===== config.mk =====
export PLATFORM = sky130hd
export DESIGN_NAME = alu_step_ctrl
export DESIGN_NICKNAME = d
export VERILOG_FILES = /design/src/rtl/alu_step_pkg.sv /design/src/rtl/btn_debounce.sv /design/src/rtl/alu_step_ctrl.sv
export SDC_FILE = /design/constraint.sdc
export NUM_CORES = 1
export LEC_CHECK = 0
export CORE_ASPECT_RATIO = 0.6
export CORE_UTILIZATION = 58
export DETAILED_ROUTE_END_ITERATION = 8
export PLACE_DENSITY = 0.79
export SLEW_MARGIN = 20
export SYNTH_ARGS = -nofsm -noshare
export SYNTH_HDL_FRONTEND = slang
export SYNTH_SLANG_ARGS = --single-unit
export TNS_END_PERCENT = 20

===== constraint.sdc =====
create_clock -name clk -period 1.9 [get_ports clk]
set_input_delay 0.57 -clock clk [delete_from_list [all_inputs] [get_ports clk]]
set_output_delay 0.57 -clock clk [all_outputs]
set_load 0.05 [all_outputs]

===== src/rtl/alu_step_pkg.sv =====
// Shared types and constants for the ALU step sequencer: state encoding,
// LED phase patterns and opcode width.
package alu_step_pkg;

  localparam int OP_W = 4;

  typedef enum logic [1:0] {
    ST_LOAD_A = 2'd0,
    ST_LOAD_B = 2'd1,
    ST_EXEC   = 2'd2,
    ST_SHOW   = 2'd3
  } step_state_e;

  localparam logic [3:0] PH_LOAD_A = 4'b0001;
  localparam logic [3:0] PH_LOAD_B = 4'b0010;
  localparam logic [3:0] PH_EXEC   = 4'b0100;
  localparam logic [3:0] PH_SHOW   = 4'b1000;

  function automatic logic [3:0] phase_of(step_state_e s);
    logic [3:0] ph;
    ph = PH_LOAD_A;
    case (s)
      ST_LOAD_A: ph = PH_LOAD_A;
      ST_LOAD_B: ph = PH_LOAD_B;
      ST_EXEC:   ph = PH_EXEC;
      ST_SHOW:   ph = PH_SHOW;
      default:   ph = PH_LOAD_A;
    endcase
    return ph;
  endfunction

endpackage


===== src/rtl/btn_debounce.sv =====
// Pushbutton conditioner: 2-FF synchronizer, level debounce, and a single
// cycle pulse on each accepted press.
module btn_debounce #(
  parameter int DEBOUNCE_CYCLES = 1000000
) (
  input  logic clk,
  input  logic rst_n,
  input  logic btn_raw,
  output logic evt
);

  localparam int CW = (DEBOUNCE_CYCLES > 2) ? $clog2(DEBOUNCE_CYCLES) : 1;
  localparam logic [CW-1:0] CNT_MAX = CW'(DEBOUNCE_CYCLES - 1);

  logic          sync1_q;
  logic          sync2_q;
  logic          stable_q;
  logic          stable_prev_q;
  logic [CW-1:0] cnt_q;

  always_ff @(posedge clk or negedge rst_n) begin
    if (!rst_n) begin
      sync1_q <= 1'b0;
      sync2_q <= 1'b0;
    end else begin
      sync1_q <= btn_raw;
      sync2_q <= sync1_q;
    end
  end

  // The level is accepted only after it has differed for DEBOUNCE_CYCLES cycles in a row.
  always_ff @(posedge clk or negedge rst_n) begin
    if (!rst_n) begin
      cnt_q    <= '0;
      stable_q <= 1'b0;
    end else if (sync2_q == stable_q) begin
      cnt_q <= '0;
    end else if (cnt_q == CNT_MAX) begin
      cnt_q    <= '0;
      stable_q <= sync2_q;
    end else begin
      cnt_q <= cnt_q + 1'b1;
    end
  end

  always_ff @(posedge clk or negedge rst_n) begin
    if (!rst_n) begin
      stable_prev_q <= 1'b0;
    end else begin
      stable_prev_q <= stable_q;
    end
  end

  assign evt = stable_q & ~stable_prev_q;

endmodule


===== src/rtl/alu_step_ctrl.sv =====
// Sequencer turning debounced STEP/CLEAR buttons into load-A, load-B,
// execute and show strobes for the ALU board registers.
//
// state   | meaning
// LOAD_A  | waiting for STEP to capture operand A
// LOAD_B  | waiting for STEP to capture operand B and latch the opcode
// EXEC    | ALU settling; load_f fires after SETTLE_CYCLES
// SHOW    | result visible, done high; STEP starts the next operation
module alu_step_ctrl
  import alu_step_pkg::*;
#(
  parameter int DEBOUNCE_CYCLES = 1000000,
  parameter int SETTLE_CYCLES   = 2
) (
  input  logic            clk,
  input  logic            rst_n,
  input  logic            btn_step,
  input  logic            btn_clear,
  input  logic [OP_W-1:0] sw_op,
  output logic            load_a,
  output logic            load_b,
  output logic            load_f,
  output logic [OP_W-1:0] alu_op,
  output logic [3:0]      phase,
  output logic            done
);

  localparam int SW = (SETTLE_CYCLES > 2) ? $clog2(SETTLE_CYCLES) : 1;
  localparam logic [SW-1:0] SETTLE_MAX = SW'(SETTLE_CYCLES - 1);

  logic step_evt;
  logic clear_evt;

  step_state_e     state_q, state_d;
  logic [SW-1:0]   settle_q, settle_d;
  logic [OP_W-1:0] alu_op_q, alu_op_d;
  logic            load_a_d, load_b_d, load_f_d;
  logic            load_a_q, load_b_q, load_f_q;
  logic [3:0]      phase_q;
  logic            done_q;

  btn_debounce #(.DEBOUNCE_CYCLES(DEBOUNCE_CYCLES)) u_db_step (
    .clk     (clk),
    .rst_n   (rst_n),
    .btn_raw (btn_step),
    .evt     (step_evt)
  );

  btn_debounce #(.DEBOUNCE_CYCLES(DEBOUNCE_CYCLES)) u_db_clear (
    .clk     (clk),
    .rst_n   (rst_n),
    .btn_raw (btn_clear),
    .evt     (clear_evt)
  );

  always_ff @(posedge clk or negedge rst_n) begin
    if (!rst_n) begin
      state_q  <= ST_LOAD_A;
      settle_q <= '0;
      alu_op_q <= '0;
      load_a_q <= 1'b0;
      load_b_q <= 1'b0;
      load_f_q <= 1'b0;
      phase_q  <= PH_LOAD_A;
      done_q   <= 1'b0;
    end else begin
      state_q  <= state_d;
      settle_q <= settle_d;
      alu_op_q <= alu_op_d;
      load_a_q <= load_a_d;
      load_b_q <= load_b_d;
      load_f_q <= load_f_d;
      phase_q  <= phase_of(state_d);
      done_q   <= (state_d == ST_SHOW);
    end
  end

  // CLEAR overrides everything, including an in-flight EXEC, so load_f is never issued after it.
  always_comb begin
    state_d  = state_q;
    settle_d = settle_q;
    alu_op_d = alu_op_q;
    load_a_d = 1'b0;
    load_b_d = 1'b0;
    load_f_d = 1'b0;
    if (clear_evt) begin
      state_d = ST_LOAD_A;
    end else begin
      case (state_q)
        ST_LOAD_A: begin
          if (step_evt) begin
            load_a_d = 1'b1;
            state_d  = ST_LOAD_B;
          end
        end
        ST_LOAD_B: begin
          if (step_evt) begin
            load_b_d = 1'b1;
            alu_op_d = sw_op;
            settle_d = '0;
            state_d  = ST_EXEC;
          end
        end
        ST_EXEC: begin
          if (settle_q == SETTLE_MAX) begin
            load_f_d = 1'b1;
            state_d  = ST_SHOW;
          end else begin
            settle_d = settle_q + 1'b1;
          end
        end
        ST_SHOW: begin
          if (step_evt) begin
            load_a_d = 1'b1;
            state_d  = ST_LOAD_B;
          end
        end
        default: state_d = ST_LOAD_A;
      endcase
    end
  end

  assign load_a = load_a_q;
  assign load_b = load_b_q;
  assign load_f = load_f_q;
  assign alu_op = alu_op_q;
  assign phase  = phase_q;
  assign done   = done_q;

endmodule


---- Word-level counts from Yosys, hierarchy flattened ----
Cells that the tools add are included.
storage, ports and cells
  register bits ........................... 63
  output and inout bits ................... 12
  word-level logic and storage cells ...... 68
operators by class
  eq/ne operators ......................... 11
  mux-type cells .......................... 21
  bitwise gates (word level) .............. 7
  reductions and logical operators ........ 8
  $add $sub $neg .......................... 3
operators with widths
  cell                                                 number
  two-way mux 20 bit                                   4
  adder 20 x 1 -> 20 bit, second input constant        2
  equality test 20 bit, second input constant          2
  case mux 4 bit (4 select lines)                      1
  two-way mux 1 bit                                    10
  equality test 2 bit, second input constant           4
  two-way mux 2 bit                                    4
  case mux 2 bit (3 select lines)                      1
  AND reduction 3 bit                                  2
  inverter 1 bit                                       5
  equality test 2 x 1 -> 1 bit, second input constant  2
  logical NOT 2 bit                                    2
  AND reduction 2 bit                                  2
  bitwise AND 1 bit                                    2
  equality test 1 bit                                  2
  inequality test 2 bit, second input constant         1
  case mux 1 bit (2 select lines)                      1
  nonzero test 2 bit                                   1
  OR reduction 2 bit                                   1
  adder 1 bit, second input constant                   1

---- Logic depth before layout (Yosys ltp) ----
Gate-level depths: netlist (run 1).
  word-level depth ........................ 7
  depth in mapped cells ................... 7
  depth with buffers taken out ............ 6

---- Cells and area by module ----
Synthesis (run 1) repeated with hierarchy kept, for this count alone.
unflattened totals
  cells, all modules ...................... 268
  area, all modules ....................... 2,896.5 µm²
modules (own cells, without submodules)
  module         seq. area each (µm²)  times used  area an instance (µm²)  cells each
  btn_debounce   600.6                 2           1,146.1                 110
  alu_step_ctrl  351.6                 1           604.3                   48

---- Worst setup path after synthesis (run 1) ----
OpenSTA, ideal clock, no wires.
  path type ............................... reg-to-reg
  start point ............................. register u_db_step.cnt_q[0]
  end point ............................... register u_db_step.cnt_q[18]
  path slack .............................. 0.141 ns
  buffers on the path ..................... 0
  cell stages (with the launch flop) ...... 6
  data arrival time ....................... 1.684 ns
  setup time .............................. 0.074 ns
  data required time ...................... 1.826 ns
  cells stage by stage .................... dfrtp_1 > ha_1 > nand3_2 > or3_4 > or4_4 > a21oi_2
between the ends
  longest elaborated chain between the ends .. 3
ends and longest elaborated chain
  what                                                                   line                                    text
  start, declared                                                        btn_debounce.sv:19                      logic [CW-1:0] cnt_q;
  start signal, assigned                                                 btn_debounce.sv:42                      cnt_q <= cnt_q + 1'b1;
  adder 20 x 1 -> 20 bit / equality test 20 bit (equally long branches)  btn_debounce.sv:42, btn_debounce.sv:38
  two-way mux 20 bit *                                                   btn_debounce.sv:38                      end else if (cnt_q == CNT_MAX) begin
  two-way mux 20 bit *                                                   btn_debounce.sv:36                      end else if (sync2_q == stable_q) begin
Mark *: on every way between the ends. The rest lies on a longest branch, timed or not.
A chain may end at the register's enable or synchronous reset.

---- Worst setup path after layout (run 1) ----
Ends and elaborated chain as after synthesis.

==> metrics.md, run 1 <==
| Metric | Value |
|---|---|
| Final instance area | about 3400 µm² |
| Mapped cell area | ~2900 µm² |
| DIE WIDTH | 93.0 µm |
| Pins over their slew limit | 0 |
| Final HPWL DP | approximately 4000 µm |
| Skew final | between 0.008 and 0.009 ns |
| First-pass GRT wire length | 9480 µm |
| Non-filler cells, final | between 300 and 400 |
| Final nets | 317 |
| Total track usage | 0.240 |
| CP Capture Type | flop |
| Synth warn | 0 |
| Setup Buffers After CTS | 0 |
| Worst hold path type | in -> async |
| Hold-fix buffers, CTS | 0 |
| Die Span Y | roughly 57 µm |
| Cts bufs inserted | 9 |
| RSZ-0062 raised after global routing | false |
| Power Dens Cells | 771 nW/µm² |
| Post-Place Cells | ~360 |
| Post-CTS resize count | 0 |
| Synth async-reset ratio | 1.00 |
| CP arrival | about 2.1 ns |
| Initial DRC Count | 230 |
| PnR worst setup slack | just under 0.09 ns |
| RePlAce Congestion | 0.843 |
| Commonest non-fill, non-tap cell in the layout | dfrtp_1 |
| Max Buffers Root-to-Sink | 2 |
| Setup Total Neg Slack | 0 ns |
| 1st-pass router iterations | 4 |
| Drt drc | 0 |
| Synth area leader | dfrtp_1 |
| I/O Pins | 20 |
| Row Count | 19 |
| Post-synth net total | 288 |
| CP required | between 2 and 2.5 ns |
| P_leak | between 1 and 1.5 nW |
| IO Port Bufs | 19 |
| Max-cap violation count | 0 |
| Endpoints failing hold | 0 |
| Cells after Synth | between 200 and 300 |
| Antenna cells | 0 |
| Routed wire per std cell | 15.2 µm |
| Outcome | complete, no violations |
| Sequential fraction of the synthesis area | 0.539 |
| H-tree depth | 3 |
| Final ANT Viol Nets | 0 |
| Crit share post-route | 0.953 |
| Routed wire length | about 5700 µm |
| Vias | between 2000 and 2500 |
| Grt ovf | 0 |
| Final Setup Violations | 0 |
| Area grow syn2layout | 17.5% |
| Synth Register Bits | 62 |
| Skew-Pair Late Insertion Delay | between 0.3 and 0.4 ns |
| Worst-Margin Slew | between 0.5 and 0.6 ns |
| Slew headroom | 0.656 |
| CTS Root Cell | clkbuf_8 |
| Initial antenna violation count | 0 |
| Placed cell area | around 3200 µm² |
| Overall power | around 2.6 mW |
| Util after Layout | 0.727 |
| Number of synthesized flops with an enable pin | 0 |
| CTS tree | done |
| Highest clock rate | between 500 and 600 MHz |
| Vias per inst | a little under 6 |
| Initial core utilization | 0.618 |
| Crit start category | flop |
| Clock-pin slew on the worst setup and hold paths | 0.07 ns |
| Vias in the first global route | roughly 2000 |
| Core Region | between 4000 and 5000 µm² |
| Hold_ws | ~0.15 ns |
| R2R setup slack | a little under 0.09 ns |
| Worst VDD drop | 0.000629 V |
| Worst Path Max Fanout | 4 |
| Largest net degree at the start of global routing | 46 |
| Layout cells sized above 1 | 0.171 |
| Mean Syn Cell Area | roughly 10 µm² |
| Clock sink count | 62 |
| Post-Place Setup Slack | slightly below 0.1 ns |
| Commonest non-fill, non-tap cells in the layout | 61 x dfrtp_1, 34 x nor2_1, 16 x buf_4 |
| Netlist cell types | 42 |
| Crit Path Class | reg -> reg |
| Fin crit period | 1.81 ns |
| Die area | roughly 5300 µm² |
| Prevailing post-synth register cell | dfrtp_1 |
| Yosys top cell area share | 0.530 |
| Area contributors post-synth | dfrtp_1 53%, xnor2_1 4.6%, nor2_1 4.4%, xor2_1 3.6%, nand4_1 3.0% |
-- worst paths after layout --
| kind | depth (start not counted) | to | start |
|---|---|---|---|
| max reg2reg | 5 | u_db_step.cnt_q[18] | u_db_step.cnt_q[0] |
| min | 1 | alu_op[0] | rst_n |
| max in group asynchronous | 2 | u_db_step.cnt_q[9] | rst_n |
| min reg2reg | 0 | u_db_clear.sync2_q | u_db_clear.sync1_q |
| min in group clk | 0 | u_db_clear.sync2_q | u_db_clear.sync1_q |
| max | 5 | u_db_step.cnt_q[18] | u_db_step.cnt_q[0] |
-- sequential cells by signal, summed over array words and instances (netlist names) --
signal                    count
u_db_step.cnt_q              20
u_db_step.sync2_q             1
u_db_clear.stable_q           1
u_db_clear.sync1_q            1
u_db_step.stable_prev_q       1
u_db_clear.cnt_q             20
state_q                       2
u_db_step.sync1_q             1
load_f                        1
settle_q                      1
load_a                        1
u_db_clear.stable_prev_q      1
done                          1
alu_op                        4
load_b                        1
u_db_clear.sync2_q            1
u_db_step.stable_q            1
phase                         3
-- final cells by class --
type | count | area (µm²)
multi-input cells | 194 | 1260
clock buffers | 10 | 138
fillers | 338 | 1270
clock inverters | 6 | 70.1
flip-flops and latches | 62 | 1550
well taps | 63 | 78.8
inverters | 12 | 45.0
repair buffers | 26 | 245
-- cell usage after synthesis (4+ instances only) --
cell,n
dfrtp_1,61
nor2_1,34
xnor2_1,15
nand2_1,14
nand4_1,14
a21oi_1,12
inv_1,12
xor2_1,12
nand3_1,11
o21ai_0,10
and3_1,9
mux2_2,6
nor3_1,6
nor4_1,5
or3_1,5
and2_1,4
clkbuf_1,4
ha_1,4
nand4b_1,4
o31ai_1,4
-- where the power goes --
group | internal (mW) | switching, mW
registers | 1.33 | 0.0116
logic | 0.0346 | 0.0521
clock network | 0.647 | 0.533
total | 2.02 | 0.596
-- worst max-delay path, stage by stage, from the launching register on --
cell and delay, ns:
dfrtp_1 0.40, ha_1 0.23, nand3_2 0.09, or3_4 0.41
or4_4 0.49, a21oi_2 0.13
-- logic make-up (layout without fill, tap and decap cells) --
family,Yosys count,in the layout,share of synthesized area
simple gates,125,125,0.244
flops,62,62,0.539
compound gates,32,32,0.0660
xor+xnor,27,27,0.0821
buf+inv,20,54,0.0282
mux,6,6,0.0234
fa+ha+maj,4,4,0.0174
-- layer usage --
| metal | track usage | vias up | wire length [µm] |
|---|---|---|---|
| met5 | 0 | - | 0 |
| met4 | 0.0549 | 0 | 36 |
| met3 | 0.0745 | 6 | 432 |
| met2 | 0.330 | 85 | 2300 |
| met1 | 0.370 | 1040 | 2880 |
| li1 | - | 1033 | - |
No activity file was read; power rests on OpenSTA's default activity.
==> inputs of run 2 (changes only) <==
--- a/config.mk
+++ b/config.mk
@@ -6,6 +6,7 @@
 export NUM_CORES = 1
 export LEC_CHECK = 0
 export CORE_ASPECT_RATIO = 0.6
+export CORE_MARGIN = 5
 export CORE_UTILIZATION = 58
 export DETAILED_ROUTE_END_ITERATION = 8
 export PLACE_DENSITY = 0.79
==> run 2 against run 1 <==
Net effect: global-route usage fell by 4.2 points; sequential power barely moved; setup slack improved by 0.035 ns.
==> metrics.md, run 2 (same netlist as run 1, synthesis figures left out) <==
| Metric | Value |
|---|---|
| H-tree depth | 3 (unchanged) |
| Crit start category | flop |
| Core Region | 4680 µm² (+0.51%) |
| Final instance area | 3380 µm² (-0.26%) |
| Initial core utilization | 0.615 (-0.00314) |
| Initial antenna violation count | 0 (unchanged) |
| Die Span Y | 64.6 µm (+14%) |
| Crit Path Class | reg -> reg |
| RSZ-0062 raised after global routing | false |
| Vias in the first global route | 2079 (+5.0%) |
| Final Setup Violations | 0 (unchanged) |
| Hold-fix buffers, CTS | 0 (unchanged) |
| Commonest non-fill, non-tap cell in the layout | dfrtp_1 |
| Post-Place Cells | 357 (unchanged) |
| P_leak | 1.47 nW (about the same) |
| Max-cap violation count | 0 (unchanged) |
| Commonest non-fill, non-tap cells in the layout | 61 x dfrtp_1, 34 x nor2_1, 16 x buf_4 |
| Storage cell area | 1550 µm² (unchanged) |
| Final ANT Viol Nets | 0 (unchanged) |
| Pins over their slew limit | 0 (unchanged) |
| Vias per inst | 5.78 (-0.37%) |
| Placed cell area | 3180 µm² (unchanged) |
| IO Port Bufs | 19 (unchanged) |
| Layout cells sized above 1 | 0.171 (unchanged) |
| Final nets | 317 (unchanged) |
| CP arrival | 2.05 ns (-0.03 ns) |
| Worst hold path type | in -> async |
| Overall power | 2.54 mW (-2.6%) |
| CP Capture Type | flop |
| I/O Pins | 20 (unchanged) |
| Endpoints failing hold | 0 (unchanged) |
| Largest net degree at the start of global routing | 25 (-46%) |
| Grt ovf | 0 (unchanged) |
| Antenna cells | 0 (unchanged) |
| Outcome | complete, no violations |
| DIE WIDTH | 101 µm (+8.6%) |
| Setup Total Neg Slack | 0 ns (unchanged) |
| 1st-pass router iterations | 5 (+1) |
| Area grow syn2layout | 17.2% |
| Crit share post-route | 0.934 (-0.0186) |
| Worst VDD drop | 0.000631 V (+0.26%) |
| Hold_ws | 0.217 ns (+0.0623 ns) |
| Slew headroom | 0.631 (-0.0253) |
| Clock-pin slew on the worst setup and hold paths | 0.07 ns (about the same) |
| Skew final | 0.00716 ns (-0.00176 ns) |
| Die area | 6520 µm² (+24%) |
| Vias | 2156 (-0.37%) |
| Area of the multi-input gates | 1260 µm² (about the same) |
| Drt drc | 0 (unchanged) |
| Cts bufs inserted | 9 (unchanged) |
| Total track usage | 0.198 (-0.0415) |
| Worst Path Max Fanout | 4 (unchanged) |
| CP required | 2.17 ns (about the same) |
| Non-filler cells, final | 373 (unchanged) |
| Clock sink count | 62 (unchanged) |
| RePlAce Congestion | 0.854 (+1.3%) |
| Routed wire per std cell | 15.3 µm (+1.3%) |
| Initial DRC Count | 169 (-27%) |
| First-pass GRT wire length | 10000 µm (+5.5%) |
| Fillers | 324 (-4.1%) |
| Power Dens Cells | 753 nW/µm² (-2.3%) |
| Fin crit period | 1.78 ns (-0.0353 ns) |
| Highest clock rate | 563 MHz (+2.0%) |
| Worst-Margin Slew | 0.553 ns (+0.0418 ns) |
| Max Buffers Root-to-Sink | 2 (unchanged) |
| Skew-Pair Late Insertion Delay | 0.34 ns (about the same) |
| CTS tree | done |
| Final HPWL DP | 4070 µm (+1.3%) |
| CTS Root Cell | clkbuf_8 |
| Row Count | 19 (unchanged) |
| Routed wire length | 5720 µm (+1.3%) |
## run 2: changes by cell type in the layout (fill, tap and decap cells not counted), sizes merged
cell	before	now
inv	13	12
clkinvlp	3	2
clkbuf	10	14
clkinv	1	0
bufinv	1	0
## run 2: worst paths after layout
check | startpoint | end | slack, ns | cells past startpoint
min reg2reg | u_db_step.sync1_q | u_db_step.sync2_q | 0.36 | 0
max in group asynchronous | rst_n | u_db_step.cnt_q[10] | 1.17 | 2
min | rst_n | u_db_step.cnt_q[12] | 0.22 | 1
max reg2reg | u_db_step.cnt_q[0] | u_db_step.cnt_q[18] | 0.12 | 5
max | u_db_step.cnt_q[0] | u_db_step.cnt_q[18] | 0.12 | 5
min in group clk | u_db_step.sync1_q | u_db_step.sync2_q | 0.36 | 0
## run 2: layer usage
metal | vias up | global-route usage | wire (µm)
li1 | 1032 | - | -
met1 | 1032 | 0.301 | 2820
met2 | 84 | 0.267 | 2330
met3 | 8 | 0.0750 | 514
met4 | 0 | 0.0498 | 51
met5 | - | 0 | 0
## run 2: final cells by class
cell class	instances	area share
flip-flops and latches	62	0.460
multi-input cells	194	0.373
repair buffers	26	0.0726
clock buffers	14	0.0541
well taps	63	0.0233
inverters	12	0.0133
clock inverters	2	0.00444
## run 2: per-stage QoR
stage | util | worst slack (ns)
CTS | 0.721 | 0.0946
floorplan | - | 0.141
global route | 0.721 | 0.0202
global placement | 0.679 | 0.154
finish | 0.721 | 0.125
detailed placement | 0.679 | 0.114
## run 2: power breakdown
part	total (mW)	leakage (nW)	internal (mW)	switching, mW
logic	0.0882	0.522	0.0357	0.0525
clock network	1.11	0.0949	0.617	0.494
registers	1.35	0.849	1.33	0.0109
## run 2: critical path: stages, from the launching register on
cell and delay, ns:
dfrtp_1 0.38, ha_1 0.22, nand3_2 0.08, or3_4 0.40
or4_4 0.48, a21oi_2 0.14
## run 2: timing repair
action	CTS	global route
endpoints found under the setup margin	0	14
setup buffers	0	0
resized for setup	0	1
